<file path="config.mk">
export PLATFORM = sky130hd
export DESIGN_NAME = prog_mem_responder
export DESIGN_NICKNAME = d
export VERILOG_FILES = /design/src/rtl/prog_mem_responder_pkg.sv /design/src/rtl/prog_mem_responder_mem_array.sv /design/src/rtl/prog_mem_responder.sv
export SDC_FILE = /design/constraint.sdc
export NUM_CORES = 1
export LEC_CHECK = 0
export CAP_MARGIN = 20
export CORE_UTILIZATION = 45
export DETAILED_ROUTE_END_ITERATION = 6
export GPL_TIMING_DRIVEN = 0
export PLACE_DENSITY = 0.64
export SYNTH_ARGS = -nofsm -noshare
export SYNTH_HDL_FRONTEND = slang
export SYNTH_SLANG_ARGS = --single-unit
</file>
<file path="constraint.sdc">
create_clock -name clk_ -period 2.3 [get_ports clk_]
set_clock_uncertainty 0.2 [all_clocks]
set_input_delay 0.46 -clock clk_ [delete_from_list [all_inputs] [get_ports clk_]]
set_output_delay 0.46 -clock clk_ [all_outputs]
set_load 0.02 [all_outputs]
</file>
<file path="src/rtl/prog_mem_responder_pkg.sv">
// Shared types for the program-memory responder: FSM states and default geometry.
package prog_mem_responder_pkg;

  typedef enum logic [1:0] {
    S_LOAD = 2'd0,
    S_RUN  = 2'd1,
    S_DONE = 2'd2,
    S_ERR  = 2'd3
  } resp_state_t;

  localparam int unsigned DEF_DATA_WIDTH = 8;
  localparam int unsigned DEF_ADDR_WIDTH = 5;

  // The IO port sits at the top word of the address space by default.
  function automatic int unsigned io_addr_default(input int unsigned aw);
    return (32'd1 << aw) - 32'd1;
  endfunction

  function automatic logic is_cpu_phase(input resp_state_t s);
    return (s == S_RUN) || (s == S_DONE);
  endfunction

endpackage

</file>
<file path="src/rtl/prog_mem_responder_mem_array.sv">
// Single-write-port storage with a registered, read-first read port.
module prog_mem_responder_mem_array
  import prog_mem_responder_pkg::*;
#(
  parameter int unsigned DATA_WIDTH = DEF_DATA_WIDTH,
  parameter int unsigned ADDR_WIDTH = DEF_ADDR_WIDTH
) (
  input  logic                  clk_,
  input  logic                  rst_n,
  input  logic                  we_i,
  input  logic [ADDR_WIDTH-1:0] waddr_i,
  input  logic [DATA_WIDTH-1:0] wdata_i,
  input  logic                  re_i,
  input  logic [ADDR_WIDTH-1:0] raddr_i,
  output logic [DATA_WIDTH-1:0] rdata_o
);

  logic [DATA_WIDTH-1:0] mem_q [2**ADDR_WIDTH];
  logic [DATA_WIDTH-1:0] rdata_q;

  // Contents survive reset so a partially loaded program is not lost.
  always_ff @(posedge clk_) begin
    if (we_i) begin
      mem_q[waddr_i] <= wdata_i;
    end
  end

  always_ff @(posedge clk_ or negedge rst_n) begin
    if (!rst_n) begin
      rdata_q <= '0;
    end else if (re_i) begin
      rdata_q <= mem_q[raddr_i];
    end
  end

  assign rdata_o = rdata_q;

endmodule

</file>
<file path="src/rtl/prog_mem_responder.sv">
// Program memory responder: byte loader, CPU bus server, IO port and halt tracking.
// Optional build macro LOAD_CHECKSUM_EN treats the ld_last byte as a checksum.
module prog_mem_responder
  import prog_mem_responder_pkg::*;
#(
  parameter int unsigned DATA_WIDTH = DEF_DATA_WIDTH,
  parameter int unsigned ADDR_WIDTH = DEF_ADDR_WIDTH,
  parameter int unsigned IO_ADDR    = io_addr_default(ADDR_WIDTH)
) (
  input  logic                  clk_,
  input  logic                  rst_n,
  input  logic                  mem_rd,
  input  logic                  mem_wr,
  input  logic [ADDR_WIDTH-1:0] addr,
  input  logic [DATA_WIDTH-1:0] data_in,
  output logic [DATA_WIDTH-1:0] data_out,
  input  logic                  halt,
  input  logic                  ld_valid,
  output logic                  ld_ready,
  input  logic [DATA_WIDTH-1:0] ld_data,
  input  logic                  ld_last,
  input  logic                  restart,
  output logic                  cpu_rst_n,
  output logic [DATA_WIDTH-1:0] io_out,
  output logic                  io_strobe,
  output logic                  done,
  output logic                  err
);

  localparam int unsigned DEPTH = 1 << ADDR_WIDTH;
  localparam logic [ADDR_WIDTH-1:0] IO_A   = ADDR_WIDTH'(IO_ADDR);
  localparam logic [ADDR_WIDTH-1:0] LAST_A = ADDR_WIDTH'(DEPTH - 1);

  resp_state_t           state_q, state_d;
  logic [ADDR_WIDTH-1:0] ld_addr_q, ld_addr_d;
  logic                  cpu_rst_n_q, cpu_rst_n_d;
  logic [DATA_WIDTH-1:0] io_out_q, io_out_d;
  logic                  io_strobe_q, io_strobe_d;

  logic                  cpu_phase, ld_accept, ld_final;
  logic                  mem_we, mem_re;
  logic [ADDR_WIDTH-1:0] mem_waddr;
  logic [DATA_WIDTH-1:0] mem_wdata;

`ifdef LOAD_CHECKSUM_EN
  logic [7:0] sum_q, sum_d, sum_next;
`endif

  always_comb begin
    cpu_phase = is_cpu_phase(state_q);
    ld_accept = (state_q == S_LOAD) && ld_valid;
    ld_final  = ld_accept && (ld_last || (ld_addr_q == LAST_A));
    state_d   = state_q;
    ld_addr_d = ld_addr_q;
    mem_we    = 1'b0;
    mem_waddr = addr;
    mem_wdata = data_in;
`ifdef LOAD_CHECKSUM_EN
    sum_d     = sum_q;
    sum_next  = sum_q + 8'(ld_data);
`endif

    case (state_q)
      S_LOAD: begin
        mem_waddr = ld_addr_q;
        mem_wdata = ld_data;
        mem_we    = ld_accept;
        // The address stops on the final byte so the counter never wraps.
        if (ld_accept && !ld_final) begin
          ld_addr_d = ld_addr_q + ADDR_WIDTH'(1);
        end
        if (ld_final) begin
          state_d = S_RUN;
        end
`ifdef LOAD_CHECKSUM_EN
        if (ld_accept) begin
          sum_d = sum_next;
        end
        if (ld_accept && ld_last) begin
          mem_we  = 1'b0;
          state_d = (sum_next == 8'd0) ? S_RUN : S_ERR;
        end
`endif
      end
      S_RUN: begin
        mem_we = mem_wr;
        if (halt) begin
          state_d = S_DONE;
        end
      end
      S_DONE: begin
        mem_we = mem_wr;
        if (restart) begin
          state_d   = S_LOAD;
          ld_addr_d = '0;
`ifdef LOAD_CHECKSUM_EN
          sum_d     = 8'd0;
`endif
        end
      end
`ifdef LOAD_CHECKSUM_EN
      S_ERR: begin
        if (restart) begin
          state_d   = S_LOAD;
          ld_addr_d = '0;
          sum_d     = 8'd0;
        end
      end
`endif
      default: begin
        state_d = S_LOAD;
      end
    endcase

    mem_re      = cpu_phase && mem_rd;
    // CPU runs only while both this cycle and the next are CPU phases.
    cpu_rst_n_d = cpu_phase && is_cpu_phase(state_d);
    io_strobe_d = cpu_phase && mem_wr && (addr == IO_A);
    io_out_d    = io_strobe_d ? data_in : io_out_q;
  end

  always_ff @(posedge clk_ or negedge rst_n) begin
    if (!rst_n) begin
      state_q     <= S_LOAD;
      ld_addr_q   <= '0;
      cpu_rst_n_q <= 1'b0;
      io_out_q    <= '0;
      io_strobe_q <= 1'b0;
    end else begin
      state_q     <= state_d;
      ld_addr_q   <= ld_addr_d;
      cpu_rst_n_q <= cpu_rst_n_d;
      io_out_q    <= io_out_d;
      io_strobe_q <= io_strobe_d;
    end
  end

`ifdef LOAD_CHECKSUM_EN
  always_ff @(posedge clk_ or negedge rst_n) begin
    if (!rst_n) begin
      sum_q <= 8'd0;
    end else begin
      sum_q <= sum_d;
    end
  end
  assign err = (state_q == S_ERR);
`else
  assign err = 1'b0;
`endif

  prog_mem_responder_mem_array #(
    .DATA_WIDTH (DATA_WIDTH),
    .ADDR_WIDTH (ADDR_WIDTH)
  ) u_mem_array (
    .clk_    (clk_),
    .rst_n   (rst_n),
    .we_i    (mem_we),
    .waddr_i (mem_waddr),
    .wdata_i (mem_wdata),
    .re_i    (mem_re),
    .raddr_i (addr),
    .rdata_o (data_out)
  );

  assign ld_ready  = (state_q == S_LOAD);
  assign done      = (state_q == S_DONE);
  assign cpu_rst_n = cpu_rst_n_q;
  assign io_out    = io_out_q;
  assign io_strobe = io_strobe_q;

endmodule
</file>
==> run summary <==
CTS clk-pin slew, worst paths: 0.06 ns
Wire per inst: 23.6 um
Die area: 0.0262 sq mm
Clock Path Buffers: 3
Vias: 6432
Power Total: 0.0153 W
Fin Hold WS: 0.120 ns
CTS H-Tree Depth: 1
Total CTS buffers: 28
Final Hold Fails: 0
Worst Path Max Fanout: 8
Ant diodes: 0
Initial antenna violation count: 0
Final HPWL DP: 17.6 mm
Count of hold-fix buffers inserted at cts: 0
Top Ports: 50
Seq/Total Area, Yosys: 72.3%
Total wire length: 26.8 mm
Slew margin rel.: 51.8%
Area contributors post-synth: edfxtp_1 (67%), mux2i_1 (11%), dfrtp_1 (5.4%), a22oi_1 (2.1%), mux2_2 (1.8%)
Vias in the first global route: 6797
Total of fill cells in the finished design: 1940
VDD IR-drop max: 0.00100 V
Most frequent cells in the layout: edfxtp_1 (256), mux2i_1 (128), clkdlybuf4s50_1 (42)
Main synth FF type: edfxtp_1
Largest net degree at the start of global routing: 33
Synth Net Count: 716
Post-synthesis area per instance: 16.9 sq um
Post-DRT Antenna Nets: 0
Grt ovf: 0
Internal power: 0.0108 W
Vias per cell: 5.66
Crit path largest cell delay: 0.37 ns
Drt initial violations: 439
RSZ-0062 raised after global routing: yes
Most common cell after layout, fill and taps aside: edfxtp_1
Net Sw Frac: 29.4%
Sequential share of power: 43.7%
Final setup margin: 0.0124 ns
Area leader, netlist: edfxtp_1
Hold Path Class: input port to async pin
Part of the power in combinational logic: 26.8%
Place WS: -1.05 ns
Worst skew pair latency: 0.53 ns
I/O Buffers: 47
Synth top area share: 66.9%
CTS tree: done
Cell Area, Synth: 0.0115 sq mm
Inst Count DP: 1059
Layout net count: 823
Yosys reg bits: 281
Min Tclk post-route: 2.29 ns
DRT Pass-1 Iters: 7
R2r worst-path depth: 8
Worst path cell trace: inv_2, ha_4, buf_8, clkbuf_16, o32ai_4, nand2_2, buf_4, nor2_4
CTS root buf: clkbuf_16
Setup Crit Path Kind: register to register
Layout area overhead: 24.7%
Reg2reg start: state_q[1]$_DFF_PN0_
Crit-path slowest cell: dfrtp_1
Initial Utilization: 45.8%
Core region area: 0.0251 sq mm
Gate Count Post-Synth: 681
Layout cell share with drive strength beyond 1: 24.7%
Die height: 162 um
R2R Setup Slk: 0.01 ns
YS warnings: 0
EDFF count, synth: 256
Final period util: 99.5%
Critical R2R Capture: u_mem_array.mem_q[11][4]$_DFFE_PP_
First-pass GRT wire length: 40.1 mm
P per Cell Area: 1070 mW/mm^2
Psw: 0.00451 W
Clk pwr share: 29.5%
# rows: 58
Critical Path RT: 2.31 ns
Tightest Pin Transition: 0.723 ns
Critical path endpoint category: register
Final setup fails: 0
Crit path DAT: 2.30 ns
Gr usage total: 20.7%
Sink Count: 281
CP delay by family, top: buffers and inverters
Slew Limit Fails: 0
FFs w/ async S/R, synth: 8.90%
Die Wd: 162 um
Non-filler cells, final: 1137
GPL Wtd Cong: 0.857
Status: finished clean
LEAKAGE: 5.11 nW
Fmax: 437 MHz
Max Cap Viol: 0
Bufs and invs on worst path: 4
Startpoint types: register
Post-synth cell types: 43
Number of remaining DRC errors: 0
[sequential cells by signal (all words and copies together), names as in the netlist]
| name | cells |
|---|---|
| io_strobe | 1 |
| ld_addr_q | 5 |
| cpu_rst_n | 1 |
| u_mem_array.mem_q | 256 |
| io_out | 8 |
| state_q | 2 |
| u_mem_array.rdata_o | 8 |
[power groups by stage]
| stage | registers, W | clock network, W | logic [W] |
|---|---|---|---|
| after global placement | 0.00680 | 0 | 0.00313 |
| final | 0.00670 | 0.00453 | 0.00411 |
| after floorplan | 0.00690 | 0 | 0.00195 |
| after global routing | 0.00673 | 0.00482 | 0.00436 |
| after CTS | 0.00672 | 0.00459 | 0.00387 |
| after detailed placement | 0.00682 | 0 | 0.00326 |
[what timing repair did]
action                                 4_1_cts  5_1_grt
pin swaps                                   32       15
setup endpoints to repair                  536      174
gates cloned                                 0        1
setup buffers                               23        5
endpoints found under the hold margin        0        0
resized for setup                           55       20
[synthesized netlist by cell type (2+ instances only)]
library cell,number
edfxtp_1,256
buf_6,4
o41ai_2,5
a221oi_2,5
nor3_1,2
a22oi_1,32
buf_12,2
a22o_1,18
buf_4,9
buf_2,8
o21ai_1,2
mux2i_1,129
o32ai_1,5
nor3b_1,4
o21ai_0,7
o22ai_1,9
a221oi_1,11
clkbuf_1,5
nor2_1,36
buf_1,6
dfrtp_1,25
nand2_1,29
o41ai_1,3
inv_1,6
a21oi_1,17
mux2_2,18
nand2b_1,2
ha_1,6
nor2b_1,6
[logic make-up after synthesis]
logic type,share of synthesized area (%)
flops,72.3
mux,13.0
compound gates,8.15
simple gates,3.48
buf+inv,2.36
fa+ha+maj,0.653
other cells,0.0326
[worst max path at each step]
stage                     slack [ns]  depth (start not counted)                                  to                 start
after CTS                     0.0004                          7   u_mem_array.mem_q[9][4]$_DFFE_PP_  state_q[1]$_DFF_PN0_
after floorplan                -0.07                          8  u_mem_array.mem_q[16][0]$_DFFE_PP_  state_q[0]$_DFF_PN0_
after global routing           -0.04                          8   u_mem_array.mem_q[2][7]$_DFFE_PP_  state_q[1]$_DFF_PN0_
final                           0.01                          8  u_mem_array.mem_q[11][4]$_DFFE_PP_  state_q[1]$_DFF_PN0_
after detailed placement       -1.05                          7  u_mem_array.rdata_o[3]$_DFFE_PN0P_               addr[1]
after global placement         -0.96                          7  u_mem_array.rdata_o[3]$_DFFE_PN0P_               addr[1]
[layout make-up]
class                   instances  area [sq um]  area share [%]
repair buffers                 77           921            6.42
clock buffers                  32           737            5.14
well taps                     330           413            2.88
flip-flops and latches        281          8320            58.0
plain buffers                  35           294            2.05
clock inverters                17           183            1.27
inverters                       6          22.5           0.157
multi-input cells             359          3450            24.1
[routing by layer]
layer	vias up	wire length, um	global-route usage (%)
met1	3250	11100	26.7
met3	55	1330	3.22
li1	2933	-	-
met4	0	947	7.59
met2	194	13400	35.4
met5	-	0	0
[through the flow]
stage / TNS [ns] / utilization [%] / cell area, sq um
after floorplan: -15.99 / - / 11800
after global placement: -198.18 / 50.6 / 12700
after detailed placement: -227.56 / 50.7 / 12700
after CTS: 0 / 56.6 / 14200
after global routing: -1.38 / 57.1 / 14300
final: 0 / 57.1 / 14300
Note: power is estimated with default switching activity, not from simulation.
